<file path="src/rtl/pipelined_comparator_if.sv">
// Operand/result bundle for the pipelined comparator.
// The master drives operands and controls; the slave returns results.
interface pipelined_comparator_if #(
    parameter int WIDTH = 32,
    parameter int CW    = 16
);
    logic             in_valid;
    logic [2:0]       mode;
    logic [WIDTH-1:0] D1;
    logic [WIDTH-1:0] D2;
    logic             stall;
    logic             flush;
    logic             clear_count;
    logic             Z;
    logic             out_valid;
    logic [CW-1:0]    hit_count;

    modport master (
        output in_valid, mode, D1, D2,
        output stall, flush, clear_count,
        input  Z, out_valid, hit_count
    );

    modport slave (
        input  in_valid, mode, D1, D2,
        input  stall, flush, clear_count,
        output Z, out_valid, hit_count
    );
endinterface

</file>
<file path="src/rtl/pipelined_comparator.sv">
// Two-stage EQ/NE/LT/LTU/GE/GEU comparator with stall, flush
// and a saturating count of true results.
module pipelined_comparator #(
    parameter int WIDTH = 32,
    parameter int CHUNK = 4,
    parameter int CW    = 16
) (
    input logic                   clk,
    input logic                   reset,
    pipelined_comparator_if.slave bus
);
    localparam int NCH = WIDTH / CHUNK;

    localparam logic [2:0] M_EQ  = 3'b000;
    localparam logic [2:0] M_NE  = 3'b001;
    localparam logic [2:0] M_LT  = 3'b010;
    localparam logic [2:0] M_LTU = 3'b011;
    localparam logic [2:0] M_GE  = 3'b100;
    localparam logic [2:0] M_GEU = 3'b101;

    logic [NCH-1:0] w_eq_chunk;
    logic           w_ltu_in;
    logic           w_adv;

    logic           r_s1_valid;
    logic [2:0]     r_s1_mode;
    logic [NCH-1:0] r_s1_eq;
    logic           r_s1_ltu;
    logic           r_s1_sa;
    logic           r_s1_sb;

    logic           w_eq;
    logic           w_lts;
    logic           w_z;
    logic           w_hit;

    logic           r_z;
    logic           r_out_valid;
    logic [CW-1:0]  r_hit;

    // Per-chunk equality of the raw operands
    always_comb begin
        w_eq_chunk = '0;
        for (int i = 0; i < NCH; i++) begin
            w_eq_chunk[i] = (bus.D1[i*CHUNK +: CHUNK] ==
                             bus.D2[i*CHUNK +: CHUNK]);
        end
    end

    assign w_ltu_in = (bus.D1 < bus.D2);
    assign w_adv    = !bus.flush && !bus.stall;

    // Stage 1: capture partial compare flags and sign bits
    always_ff @(posedge clk or posedge reset) begin
        if (reset) begin
            r_s1_valid <= 1'b0;
            r_s1_mode  <= 3'b000;
            r_s1_eq    <= '0;
            r_s1_ltu   <= 1'b0;
            r_s1_sa    <= 1'b0;
            r_s1_sb    <= 1'b0;
        end else if (bus.flush) begin
            r_s1_valid <= 1'b0;
        end else if (!bus.stall) begin
            r_s1_valid <= bus.in_valid;
            r_s1_mode  <= bus.mode;
            r_s1_eq    <= w_eq_chunk;
            r_s1_ltu   <= w_ltu_in;
            r_s1_sa    <= bus.D1[WIDTH-1];
            r_s1_sb    <= bus.D2[WIDTH-1];
        end
    end

    // Stage 2 combine: full equality, signed less-than, mode select
    always_comb begin
        w_eq  = &r_s1_eq;
        w_lts = (r_s1_sa == r_s1_sb) ? r_s1_ltu : r_s1_sa;
        unique case (r_s1_mode)
            M_EQ:    w_z = w_eq;
            M_NE:    w_z = !w_eq;
            M_LT:    w_z = w_lts;
            M_LTU:   w_z = r_s1_ltu;
            M_GE:    w_z = !w_lts;
            M_GEU:   w_z = !r_s1_ltu;
            default: w_z = 1'b0;
        endcase
        w_hit = r_s1_valid && w_z;
    end

    // Stage 2 register: Z is forced low for invalid slots
    always_ff @(posedge clk or posedge reset) begin
        if (reset) begin
            r_out_valid <= 1'b0;
            r_z         <= 1'b0;
        end else if (bus.flush) begin
            r_out_valid <= 1'b0;
            r_z         <= 1'b0;
        end else if (!bus.stall) begin
            r_out_valid <= r_s1_valid;
            r_z         <= w_hit;
        end
    end

    // Saturating hit counter; clear beats stall and increment
    always_ff @(posedge clk or posedge reset) begin
        if (reset) begin
            r_hit <= '0;
        end else if (bus.clear_count) begin
            r_hit <= '0;
        end else if (w_adv && w_hit && (r_hit != '1)) begin
            r_hit <= r_hit + 1'b1;
        end
    end

    assign bus.Z         = r_z;
    assign bus.out_valid = r_out_valid;
    assign bus.hit_count = r_hit;
endmodule

</file>
<file path="src/flat_wrapper.sv">
// flat-port wrapper written by rule: the top's interface ports become plain ports
module pipelined_comparator_flat 
#(
    parameter int WIDTH = 32,
    parameter int CHUNK = 4,
    parameter int CW    = 16
)
  (clk, reset, bus_in_valid, bus_mode, bus_D1, bus_D2, bus_stall, bus_flush, bus_clear_count, bus_Z, bus_out_valid, bus_hit_count);
  pipelined_comparator_if #(.WIDTH(WIDTH), .CW(CW)) bus_i ();
  input logic clk;
  input logic reset;
  input wire logic [$bits(bus_i.in_valid)-1:0] bus_in_valid;
  input wire logic [$bits(bus_i.mode)-1:0] bus_mode;
  input wire logic [$bits(bus_i.D1)-1:0] bus_D1;
  input wire logic [$bits(bus_i.D2)-1:0] bus_D2;
  input wire logic [$bits(bus_i.stall)-1:0] bus_stall;
  input wire logic [$bits(bus_i.flush)-1:0] bus_flush;
  input wire logic [$bits(bus_i.clear_count)-1:0] bus_clear_count;
  output wire logic [$bits(bus_i.Z)-1:0] bus_Z;
  output wire logic [$bits(bus_i.out_valid)-1:0] bus_out_valid;
  output wire logic [$bits(bus_i.hit_count)-1:0] bus_hit_count;
  assign bus_i.in_valid = bus_in_valid;
  assign bus_i.mode = bus_mode;
  assign bus_i.D1 = bus_D1;
  assign bus_i.D2 = bus_D2;
  assign bus_i.stall = bus_stall;
  assign bus_i.flush = bus_flush;
  assign bus_i.clear_count = bus_clear_count;
  assign bus_Z = bus_i.Z;
  assign bus_out_valid = bus_i.out_valid;
  assign bus_hit_count = bus_i.hit_count;
  pipelined_comparator #(.WIDTH(WIDTH), .CHUNK(CHUNK), .CW(CW)) u_core (.clk(clk), .reset(reset), .bus(bus_i));
endmodule
</file>
<file path="config.mk">
export PLATFORM = sky130hd
export DESIGN_NAME = pipelined_comparator_flat
export DESIGN_NICKNAME = d
export VERILOG_FILES = /design/src/rtl/pipelined_comparator_if.sv /design/src/rtl/pipelined_comparator.sv /design/src/flat_wrapper.sv
export SDC_FILE = /design/constraint.sdc
export NUM_CORES = 1
export LEC_CHECK = 0
export BUFFER_PORTS_ARGS = -buffer_cell sky130_fd_sc_hd__buf_2
export CORE_AREA = 2 2 75 77
export CTS_CLUSTER_DIAMETER = 100
export DETAILED_ROUTE_END_ITERATION = 7
export DIE_AREA = 0 0 77 79
export PLACE_DENSITY = 0.89
export SYNTH_ARGS = -nofsm -noshare
export SYNTH_HDL_FRONTEND = slang
export SYNTH_SLANG_ARGS = --single-unit
</file>
<file path="constraint.sdc">
create_clock -name clk -period 3.05 [get_ports clk]
set_input_delay 0.4575 -clock clk [delete_from_list [all_inputs] [get_ports clk]]
set_output_delay 0.4575 -clock clk [all_outputs]
set_load 0.02 [all_outputs]
</file>
==> metrics.md, run 1 <==
| Metric | Value |
|---|---|
| Leading area contributor after synthesis | dfrtp_1 |
| Clk buf depth | 2 |
| Worst r2r src | u_core.r_s1_mode[1] |
| Final setup fails | 0 |
| Die Y | between 70 and 80 microns |
| Post_cts resized | 0 |
| Synth cell count leaders | inv_1 (34), nand2_1 (34), dfrtp_1 (33), ha_1 (33), nor2_1 (20) |
| Synth Warn # | 0 |
| Post-synth top area share | 0.327 |
| Final Max Tran Viols | 0 |
| Row Count | 27 |
| Synthesized flop and latch total | 33 |
| Hold Crit Class | input pin to async pin |
| Max Cap Viol | 0 |
| GRT overflow | 0 |
| Tot GR Track Use | 0.186 |
| Cell Area, Synth | 2520 sq um |
| Layout cells sized above 1 | 0.288 |
| Worst Setup End Kind | flip-flop |
| Required @ worst endpoint | approximately 3.2 ns |
| TritonCTS clock tree | yes |
| Initial Utilization | 0.473 |
| WL per Instance | around 12 microns |
| Die ar. | between 6000 and 7000 sq um |
| Synthesized Nets | slightly below 400 |
| EDFF count, synth | 0 |
| Core area | 5340 sq um |
| Nets@finish | 488 |
| Setup WS post-layout | 0.598 ns |
| Routed vias | around 2400 |
| IO Count | 91 |
| CTS HTree Levels | 2 |
| Setup_tns | 0 ns |
| Startpoint Class | flip-flop |
| Port-buffer cells | 90 |
| Seq/Total Area, Yosys | 0.327 |
| GPL Wtd Cong | 0.829 |
| Worst Skew | between 0.007 and 0.008 ns |
| Initial drt markers | 98 |
| P&R area growth vs syn | 24.6% |
| Distinct cells, synth | 46 |
| First-pass GRT wire length | between 9000 and 10000 microns |
| Worst-path clk slew | roughly 0.070 ns |
| Period Utilization, post-route | 0.804 |
| DP HPWL | 4520 microns |
| WS Path Type | flip-flop to flip-flop |
| N_diodes | 0 |
| Leak | roughly 1.6 nW |
| DR DRC count | 0 |
| Pre-CTS WS | around 0.63 ns |
| Hold Vio Cnt, Final | 0 |
| Die width | 77 microns |
| Drt pass-1 iters | 5 |
| Initial antenna violation count | 0 |
| Peak Freq | approximately 410 MHz |
| Largest net degree at the start of global routing | 25 |
| Top fanout value on the critical path | 14 |
| Slew @ Worst Pin | about 0.63 ns |
| Tmin final | 2.45 ns |
| Status | finished clean |
| Detail-routed via count per cell | between 5 and 6 |
| Vias in the first global route | around 2300 |
| RSZ-0062 raised after global routing | no |
| Peak supply drop | approximately 0.22 mV |
| Clk_lat worst skew | 0.29 ns |
| CTS Hold Bufs | 0 |
| CTS Root Cell | clkbuf_8 |
| Routed Antenna Nets | 0 |
| Post-CTS setup buffers | 0 |
| Power density over the cells | 346 nW/um^2 |
| Post-Syn Instances | between 200 and 300 |
| CTS sink count | 33 |
| Fillers | between 400 and 500 |
| Predominant post-synthesis flop cell | dfrtp_1 |
| Num CTS Buffers | 5 |
| WP data arrival | between 2 and 3 ns |
| Main area contributors after synthesis | dfrtp_1 (33%), ha_1 (16%), inv_1 (5.1%) |
| Crit path launch | u_core.r_s1_mode[1] |
| Slew HR | 0.577 |
| Avg Cell Area, Syn | between 8 and 9 sq um |
| Final WL | ~5500 microns |
| Synth async-reset ratio | 1.00 |
power by group:
part	switching, mW	internal, mW	total, mW
logic	0.112	0.103	0.215
registers	0.0206	0.457	0.478
clock network	0.157	0.237	0.394
final timing paths:
path | slack [ns] | cells past startpoint | endpoint
min in group clk | 0.36 | 3 | u_core.r_s1_mode[0]
worst min register to register | 0.49 | 2 | u_core.r_s1_eq[6]
worst max-delay path | 0.60 | 6 | u_core.bus.hit_count[7]
worst max register to register | 0.60 | 6 | u_core.bus.hit_count[7]
max in group asynchronous | 2.15 | 3 | u_core.r_s1_valid
worst min-delay path | 0.24 | 2 | u_core.bus.hit_count[2]
kinds of logic (layout without fill, tap and decap cells):
| logic type | after synthesis | count (layout) | share of synthesized area |
|---|---|---|---|
| AOI/OAI and AO/OA | 63 | 63 | 0.169 |
| xor gates and xnor gates | 5 | 5 | 0.0173 |
| adders and majority gates | 33 | 33 | 0.164 |
| buffers and inverters | 43 | 134 | 0.0689 |
| DFF | 33 | 33 | 0.327 |
| muxes | 7 | 7 | 0.0302 |
| and+or+nand+nor | 107 | 107 | 0.223 |
flip-flops by register name, summed over array words and instances (netlist names):
name,cells
u_core.bus.Z,1
u_core.bus.hit_count,16
u_core.bus.out_valid,1
u_core.r_s1_eq,8
u_core.r_s1_ltu,1
u_core.r_s1_mode,3
u_core.r_s1_sa,1
u_core.r_s1_sb,1
u_core.r_s1_valid,1
layout by cell type (no fill, tap or decap), drive strengths merged, types with 6 or more instances in the layout:
master  netlist  layout
nand4        11      11
ha           33      33
nor2b         9       9
nor2         20      20
inv          34      34
o21ai        18      18
a211oi        6       6
a21oi        19      19
dfrtp        33      33
nand2        34      34
buf           5      93
critical path, stage by stage (launching register included):
cell and delay (ns):
dfrtp_1 0.47, nor3b_1 0.26, a21oi_1 0.06, o32a_1 0.49
a21o_1 0.35, nor4_1 0.34, mux2_2 0.36
layer usage:
| metal | track usage | up-vias | share of wire |
|---|---|---|---|
| li1 | - | 1222 | - |
| met1 | 0.209 | 1090 | 0.42 |
| met2 | 0.348 | 75 | 0.51 |
| met3 | 0.0375 | 9 | 0.057 |
| met4 | 0.0679 | 0 | 0.015 |
| met5 | 0 | - | 0 |
per-stage QoR:
| stage | util | cells | hold slack [ns] | power [mW] | instance area (sq um) |
|---|---|---|---|---|---|
| after floorplan | - | 291 | 0.449 | 0.619 | 2520 |
| after global placement | 0.570 | 447 | 0.468 | 0.689 | 3040 |
| after detailed placement | 0.570 | 447 | 0.472 | 0.703 | 3040 |
| after CTS | 0.589 | 454 | 0.268 | 1.10 | 3150 |
| after global routing | 0.589 | 454 | 0.303 | 1.15 | 3150 |
| final | 0.589 | 454 | 0.239 | 1.09 | 3150 |
area by class of cell:
class / count / area (sq um) / area share
well taps: 72 / 90.1 / 0.0286
clock inverters: 2 / 35.0 / 0.0111
clock buffers: 5 / 68.8 / 0.0219
inverters: 34 / 128 / 0.0406
repair buffers: 93 / 473 / 0.150
multi-input cells: 215 / 1530 / 0.485
flip-flops and latches: 33 / 826 / 0.263
No activity file was read; power rests on OpenSTA's default activity.
==> run 2: changes to the inputs <==
--- a/config.mk
+++ b/config.mk
@@ -6,11 +6,11 @@
 export NUM_CORES = 1
 export LEC_CHECK = 0
 export BUFFER_PORTS_ARGS = -buffer_cell sky130_fd_sc_hd__buf_2
-export CORE_AREA = 2 2 75 77
+export CORE_AREA = 2 2 78 80
 export CTS_CLUSTER_DIAMETER = 100
 export DETAILED_ROUTE_END_ITERATION = 7
-export DIE_AREA = 0 0 77 79
-export PLACE_DENSITY = 0.89
+export DIE_AREA = 0 0 80 82
+export PLACE_DENSITY = 0.86
 export SYNTH_ARGS = -nofsm -noshare
 export SYNTH_HDL_FRONTEND = slang
 export SYNTH_SLANG_ARGS = --single-unit
==> constraint.sdc (replaced) <==
create_clock -name clk -period 2.15 [get_ports clk]
set_input_delay 0.3225 -clock clk [delete_from_list [all_inputs] [get_ports clk]]
set_output_delay 0.3225 -clock clk [all_outputs]
set_load 0.02 [all_outputs]
==> metrics.md, run 2 (synthesis results as in run 1) <==
| Metric | Value |
|---|---|
| Status | finished with violations (was finished clean) |
| Failing checks | setup timing |
| Layout cells sized above 1 | 0.350 (was 0.288) |
| Hold Crit Class | input pin to async pin (unchanged) |
| Worst-path clk slew | 0.07 ns (about the same) |
| Slew HR | 0.668 (was 0.577) |
| IO Count | 91 (unchanged) |
| Fillers | 503 (was 495) |
| Commonest non-fill, non-tap cells in the layout | buf_2 (90), inv_1 (34), nand2_1 (34) (unchanged) |
| Period Utilization, post-route | 1.03 (was 0.804) |
| RSZ-0062 raised after global routing | yes (was no) |
| Net Sw Frac | 0.288 (was 0.266) |
| Detail-routed via count per cell | 5.26 (was 5.28) |
| CTS sink count | 33 (unchanged) |
| Leak | 1.77 nW (was 1.64 nW) |
| Internal | 1.05 mW (was 0.797 mW) |
| Worst hold margin | 0.131 ns (was 0.239 ns) |
| Core area | 5750 sq um (was 5340 sq um) |
| Row Count | 28 (was 27) |
| Worst r2r src | u_core.r_s1_eq[6] (was u_core.r_s1_mode[1]) |
| Tmin final | 2.21 ns (was 2.45 ns) |
| DP HPWL | 4760 microns (was 4520 microns) |
| Die Y | 82 microns (was 79 microns) |
| Critical Path End | u_core.bus.hit_count[7] (unchanged) |
| N_diodes | 0 (unchanged) |
| GRT overflow | 0 (unchanged) |
| Combinational share of power | 0.240 (was 0.198) |
| Largest net degree at the start of global routing | 34 (was 25) |
| Die width | 80 microns (was 77 microns) |
| Clk_lat worst skew | 0.28 ns (was 0.29 ns) |
| CTS Root Cell | clkbuf_8 (unchanged) |
| Final setup fails | 6 (was 0) |
| Switching power | 0.425 mW (was 0.290 mW) |
| R2R Setup Slk | -0.06 ns (was 0.60 ns) |
| First-pass GRT wire length | 10300 microns (was 9350 microns) |
| Crit path launch | u_core.r_s1_eq[6] (was u_core.r_s1_mode[1]) |
| Num CTS Buffers | 5 (unchanged) |
| Routed Antenna Nets | 0 (unchanged) |
| Die ar. | 6560 sq um (was 6080 sq um) |
| WP data arrival | 2.38 ns (was 2.62 ns) |
| Met1 usage | 0.230 (was 0.209) |
| Power density over the cells | 432 nW/um^2 (was 346 nW/um^2) |
| Design Power | 1.48 mW (was 1.09 mW) |
| P&R area growth vs syn | 35.2% (was 24.6%) |
| Clk pwr share | 0.302 (was 0.362) |
| Register share of total power | 0.458 (was 0.439) |
| DR DRC count | 0 (unchanged) |
| Gr busiest metal | met2 (unchanged) |
| TritonCTS clock tree | yes (unchanged) |
| Drt pass-1 iters | 4 (was 5) |
| Depth of the most critical reg-to-reg path | 6 (unchanged) |
| Initial drt markers | 122 (was 98) |
| WS Path Type | flip-flop to flip-flop (unchanged) |
| Routed vias | 2554 (was 2396) |
| Slew @ Worst Pin | 0.486 ns (was 0.633 ns) |
| Post-layout util | 0.594 (was 0.589) |
| WL per Instance | 12.7 microns (was 12.0 microns) |
| Initial Utilization | 0.439 (was 0.473) |
| Tot GR Track Use | 0.195 (was 0.186) |
| GPL Wtd Cong | 0.891 (was 0.829) |
| Final WL | 6190 microns (was 5460 microns) |
| RR Endpoint | u_core.bus.hit_count[7] (unchanged) |
| Vias in the first global route | 2438 (was 2323) |
| Setup WS post-layout | -0.0581 ns (was 0.598 ns) |
| Worst Skew | 0.00279 ns (was 0.00754 ns) |
| Required @ worst endpoint | 2.32 ns (was 3.22 ns) |
| Initial antenna violation count | 0 (unchanged) |
| Max Cap Viol | 0 (unchanged) |
| Hold Vio Cnt, Final | 0 (unchanged) |
| Max reg flops | 16 (unchanged) |
| Top fanout value on the critical path | 7 (was 14) |
| Port-buffer cells | 90 (unchanged) |
| Nets@finish | 516 (was 488) |
| Worst Setup End Kind | flip-flop (unchanged) |
| Setup_tns | -0.206 ns (was 0 ns) |
| Clk buf depth | 2 (unchanged) |
| Peak Freq | 453 MHz (was 408 MHz) |
| CTS HTree Levels | 2 (unchanged) |
| Startpoint Class | flip-flop (unchanged) |
| Final Max Tran Viols | 0 (unchanged) |
| Met3 global-route usage | 0.0462 (was 0.0375) |
| Peak supply drop | 0.256 mV (was 0.217 mV) |
| Most common cell after layout, fill and taps aside | buf_2 (unchanged) |
| Pre-CTS WS | -0.162 ns (was 0.627 ns) |
| Met2 Use GR | 0.356 (was 0.348) |
## run 2: cell count changes in the layout (fill, tap and decap cells not counted), sizes merged
cell,delta
clkbuf,+3
clkinv,-1
buf,+27
bufinv,-1
a21o,+1
## run 2: power groups by stage
stage	sequential, mW	combinational, mW	clock (mW)
6_report	0.676	0.355	0.446
5_1_grt	0.679	0.405	0.485
4_1_cts	0.675	0.344	0.452
3_5_place_dp	0.687	0.332	0
3_3_place_gp	0.683	0.318	0
2_1_floorplan	0.679	0.200	0
## run 2: worst min-delay path by stage
| stage | cells after the start | end | slack, ns |
|---|---|---|---|
| floorplan | 1 | u_core.bus.Z | 0.39 |
| global placement | 3 | u_core.bus.hit_count[2] | 0.45 |
| detailed placement | 3 | u_core.bus.hit_count[2] | 0.45 |
| CTS | 3 | u_core.bus.hit_count[2] | 0.15 |
| global route | 3 | u_core.bus.hit_count[3] | 0.17 |
| finish | 3 | u_core.bus.hit_count[3] | 0.13 |
## run 2: final cells by class
type,count,area (sq um),share of cell area
well taps,75,93.8,0.0275
flip-flops and latches,33,826,0.242
clock buffers,8,80.1,0.0235
repair buffers,120,679,0.199
inverters,34,128,0.0374
multi-input cells,216,1610,0.471
## run 2: per-layer routing
metal  wire length, microns  vias up  part of all wire
li1                       -     1281                 -
met1                   2640     1185              0.43
met2                   3140       82              0.51
met3                    361        6             0.058
met4                     54        0            0.0087
met5                      0        -                 0
## run 2: metrics by stage
stage,std cells,area (sq um)
global placement,471,3210
CTS,481,3350
global route,486,3410
floorplan,291,2530
detailed placement,471,3210
finish,486,3410
## run 2: worst max-delay path, stage by stage, from the launching register on
cell     delay, ns
dfrtp_1       0.35
nand4_1       0.13
or3_1         0.39
a211o_4       0.36
a21o_4        0.25
nor4_4        0.29
mux2_4        0.32
## run 2: what timing repair did
action,in CTS,in global routing
resized for setup,10,4
cloned,1,0
endpoints found under the setup margin,9,14
pin swaps,9,6
setup buffers,1,5
hold buffers,0,0
hold endpoints to repair,0,0
==> run 3: changes to the inputs <==
--- a/config.mk
+++ b/config.mk
@@ -6,11 +6,11 @@
 export NUM_CORES = 1
 export LEC_CHECK = 0
 export BUFFER_PORTS_ARGS = -buffer_cell sky130_fd_sc_hd__buf_2
-export CORE_AREA = 2 2 78 80
+export CORE_AREA = 2 2 75 77
 export CTS_CLUSTER_DIAMETER = 100
 export DETAILED_ROUTE_END_ITERATION = 7
-export DIE_AREA = 0 0 80 82
-export PLACE_DENSITY = 0.86
+export DIE_AREA = 0 0 77 79
+export PLACE_DENSITY = 0.89
 export SYNTH_ARGS = -nofsm -noshare
 export SYNTH_HDL_FRONTEND = slang
 export SYNTH_SLANG_ARGS = --single-unit
==> constraint.sdc (replaced) <==
create_clock -name clk -period 2.32 [get_ports clk]
set_input_delay 0.348 -clock clk [delete_from_list [all_inputs] [get_ports clk]]
set_output_delay 0.348 -clock clk [all_outputs]
set_load 0.02 [all_outputs]
==> metrics.md, run 3 (synthesis results as in run 1) <==
| Metric | Value |
|---|---|
| Design Power | 1.36 mW (was 1.48 mW) |
| Port-buffer cells | 90 (unchanged) |
| Layout cells sized above 1 | 0.305 (was 0.350) |
| Final Max Tran Viols | 0 (unchanged) |
| Max Cap Viol | 0 (unchanged) |
| Design area | 3210 sq um (was 3410 sq um) |
| Tot GR Track Use | 0.193 (was 0.195) |
| Slew @ Worst Pin | 0.442 ns (was 0.486 ns) |
| Period Utilization, post-route | 0.962 (was 1.03) |
| TritonCTS clock tree | yes (unchanged) |
| Clk buf depth | 2 (unchanged) |
| Depth of the most critical reg-to-reg path | 6 (unchanged) |
| Worst-path clk slew | 0.07 ns (about the same) |
| Row Count | 27 (was 28) |
| Core area | 5340 sq um (was 5750 sq um) |
| Peak Freq | 448 MHz (was 453 MHz) |
| RSZ-0062 raised after global routing | no (was yes) |
| Vias in the first global route | 2383 (was 2438) |
| Setup_tns | 0 ns (was -0.206 ns) |
| Hold Crit Class | input pin to async pin (unchanged) |
| Startpoint Class | flip-flop (unchanged) |
| DR DRC count | 0 (unchanged) |
| IO Count | 91 (unchanged) |
| Die width | 77 microns (was 80 microns) |
| Worst r2r src | u_core.r_s1_eq[7] (was u_core.r_s1_eq[6]) |
| WL per Instance | 12.0 microns (was 12.7 microns) |
| Commonest non-fill, non-tap cells in the layout | buf_2 (90), inv_1 (34), nand2_1 (34) (unchanged) |
| Initial drt markers | 109 (was 122) |
| CTS sink count | 33 (unchanged) |
| Most common cell after layout, fill and taps aside | buf_2 (unchanged) |
| WP data arrival | 2.40 ns (was 2.38 ns) |
| Largest net degree at the start of global routing | 34 (unchanged) |
| Power density over the cells | 424 nW/um^2 (was 432 nW/um^2) |
| R2R Setup Slk | 0.09 ns (was -0.06 ns) |
| Routed Antenna Nets | 0 (unchanged) |
| RR Endpoint | u_core.bus.hit_count[7] (unchanged) |
| Initial antenna violation count | 0 (unchanged) |
| Worst Setup End Kind | flip-flop (unchanged) |
| Critical Path End | u_core.bus.hit_count[7] (unchanged) |
| Initial Utilization | 0.473 (was 0.439) |
| Die ar. | 6080 sq um (was 6560 sq um) |
| Required @ worst endpoint | 2.49 ns (was 2.32 ns) |
| Slew HR | 0.698 (was 0.668) |
| DP HPWL | 4540 microns (was 4760 microns) |
| GRT overflow | 0 (unchanged) |
| Max reg flops | 16 (unchanged) |
| Worst Skew | 0.00406 ns (was 0.00279 ns) |
| CTS Root Cell | clkbuf_8 (unchanged) |
| Leak | 1.67 nW (was 1.77 nW) |
| Clk_lat worst skew | 0.29 ns (was 0.28 ns) |
| Pre-CTS WS | -0.0290 ns (was -0.162 ns) |
| Hold Vio Cnt, Final | 0 (unchanged) |
| Drt pass-1 iters | 4 (unchanged) |
| Detail-routed via count per cell | 5.28 (was 5.26) |
| Top fanout value on the critical path | 14 (was 7) |
| First-pass GRT wire length | 9700 microns (was 10300 microns) |
| Nets@finish | 496 (was 516) |
| Num CTS Buffers | 5 (unchanged) |
| Crit path launch | u_core.r_s1_eq[7] (was u_core.r_s1_eq[6]) |
| DP Area | 3100 sq um (was 3210 sq um) |
| Final WL | 5530 microns (was 6190 microns) |
| Setup WS post-layout | 0.0892 ns (was -0.0581 ns) |
| Tmin final | 2.23 ns (was 2.21 ns) |
| Routed vias | 2438 (was 2554) |
| Post-layout util | 0.602 (was 0.594) |
| CTS HTree Levels | 2 (unchanged) |
| Peak supply drop | 0.198 mV (was 0.256 mV) |
| WS Path Type | flip-flop to flip-flop (unchanged) |
| GPL Wtd Cong | 0.838 (was 0.891) |
| Post-CTS setup buffers | 0 (was 1) |
| Die Y | 79 microns (was 82 microns) |
| Final setup fails | 0 (was 6) |
| CTS Hold Bufs | 0 (unchanged) |
| N_diodes | 0 (unchanged) |
| Status | finished clean (was finished with violations) |
| P&R area growth vs syn | 27.2% (was 35.2%) |
run 3: cell count changes in the layout (fill, tap and decap cells not counted), moves of 2 or more:
cell	change
a21oi_2	-2
buf_4	-18
a21oi_1	+2
mux2_4	-2
clkbuf_1	-2
run 3: power by group:
part / internal (mW) / total, mW / switching (mW)
registers: 0.601 / 0.623 / 0.0221
clock network: 0.235 / 0.433 / 0.198
logic: 0.149 / 0.306 / 0.157
total: 0.985 / 1.36 / 0.376
run 3: metrics by stage:
step / cells / hold WS (ns)
floorplan: 291 / 0.414
global placement: 455 / 0.466
detailed placement: 455 / 0.468
CTS: 462 / 0.156
global route: 462 / 0.191
finish: 462 / 0.139
run 3: worst min path at each step:
| stage | slack, ns | startpoint | end | depth (start not counted) |
|---|---|---|---|---|
| 2_1_floorplan | 0.41 | bus_flush | u_core.bus.Z | 1 |
| 3_3_place_gp | 0.47 | reset | u_core.bus.hit_count[2] | 3 |
| 4_1_cts | 0.16 | reset | u_core.bus.hit_count[2] | 3 |
| 5_1_grt | 0.19 | reset | u_core.r_s1_sb | 3 |
| 6_report | 0.14 | reset | u_core.bus.hit_count[2] | 3 |
| 3_5_place_dp | 0.47 | reset | u_core.bus.hit_count[3] | 3 |
run 3: timing repair:
| item | in CTS | in global routing |
|---|---|---|
| setup endpoints to repair | 2 | 5 |
| resized for setup | 1 | 4 |
| cloned | 0 | 0 |
| pin swaps | 0 | 1 |
run 3: final cells by class:
cell class	instances	area, sq um
well taps	72	90.1
flip-flops and latches	33	826
fillers	492	2130
clock buffers	7	86.3
repair buffers	101	533
multi-input cells	215	1550
inverters	34	128
run 3: critical path: stages, from the launching register on:
cell and delay (ns):
dfrtp_1 0.36, nand4_1 0.12, or3_1 0.38, a211o_4 0.35, a21o_4 0.26, nor4_2 0.28, mux2_2 0.36
run 3: layer usage:
metal	share of wire	vias up	GRT usage	wire, microns
met5	0	-	0	0
met4	0.011	0	0.0607	60
met3	0.057	7	0.0466	314
met2	0.50	72	0.365	2770
met1	0.43	1123	0.212	2390
li1	-	1236	-	-
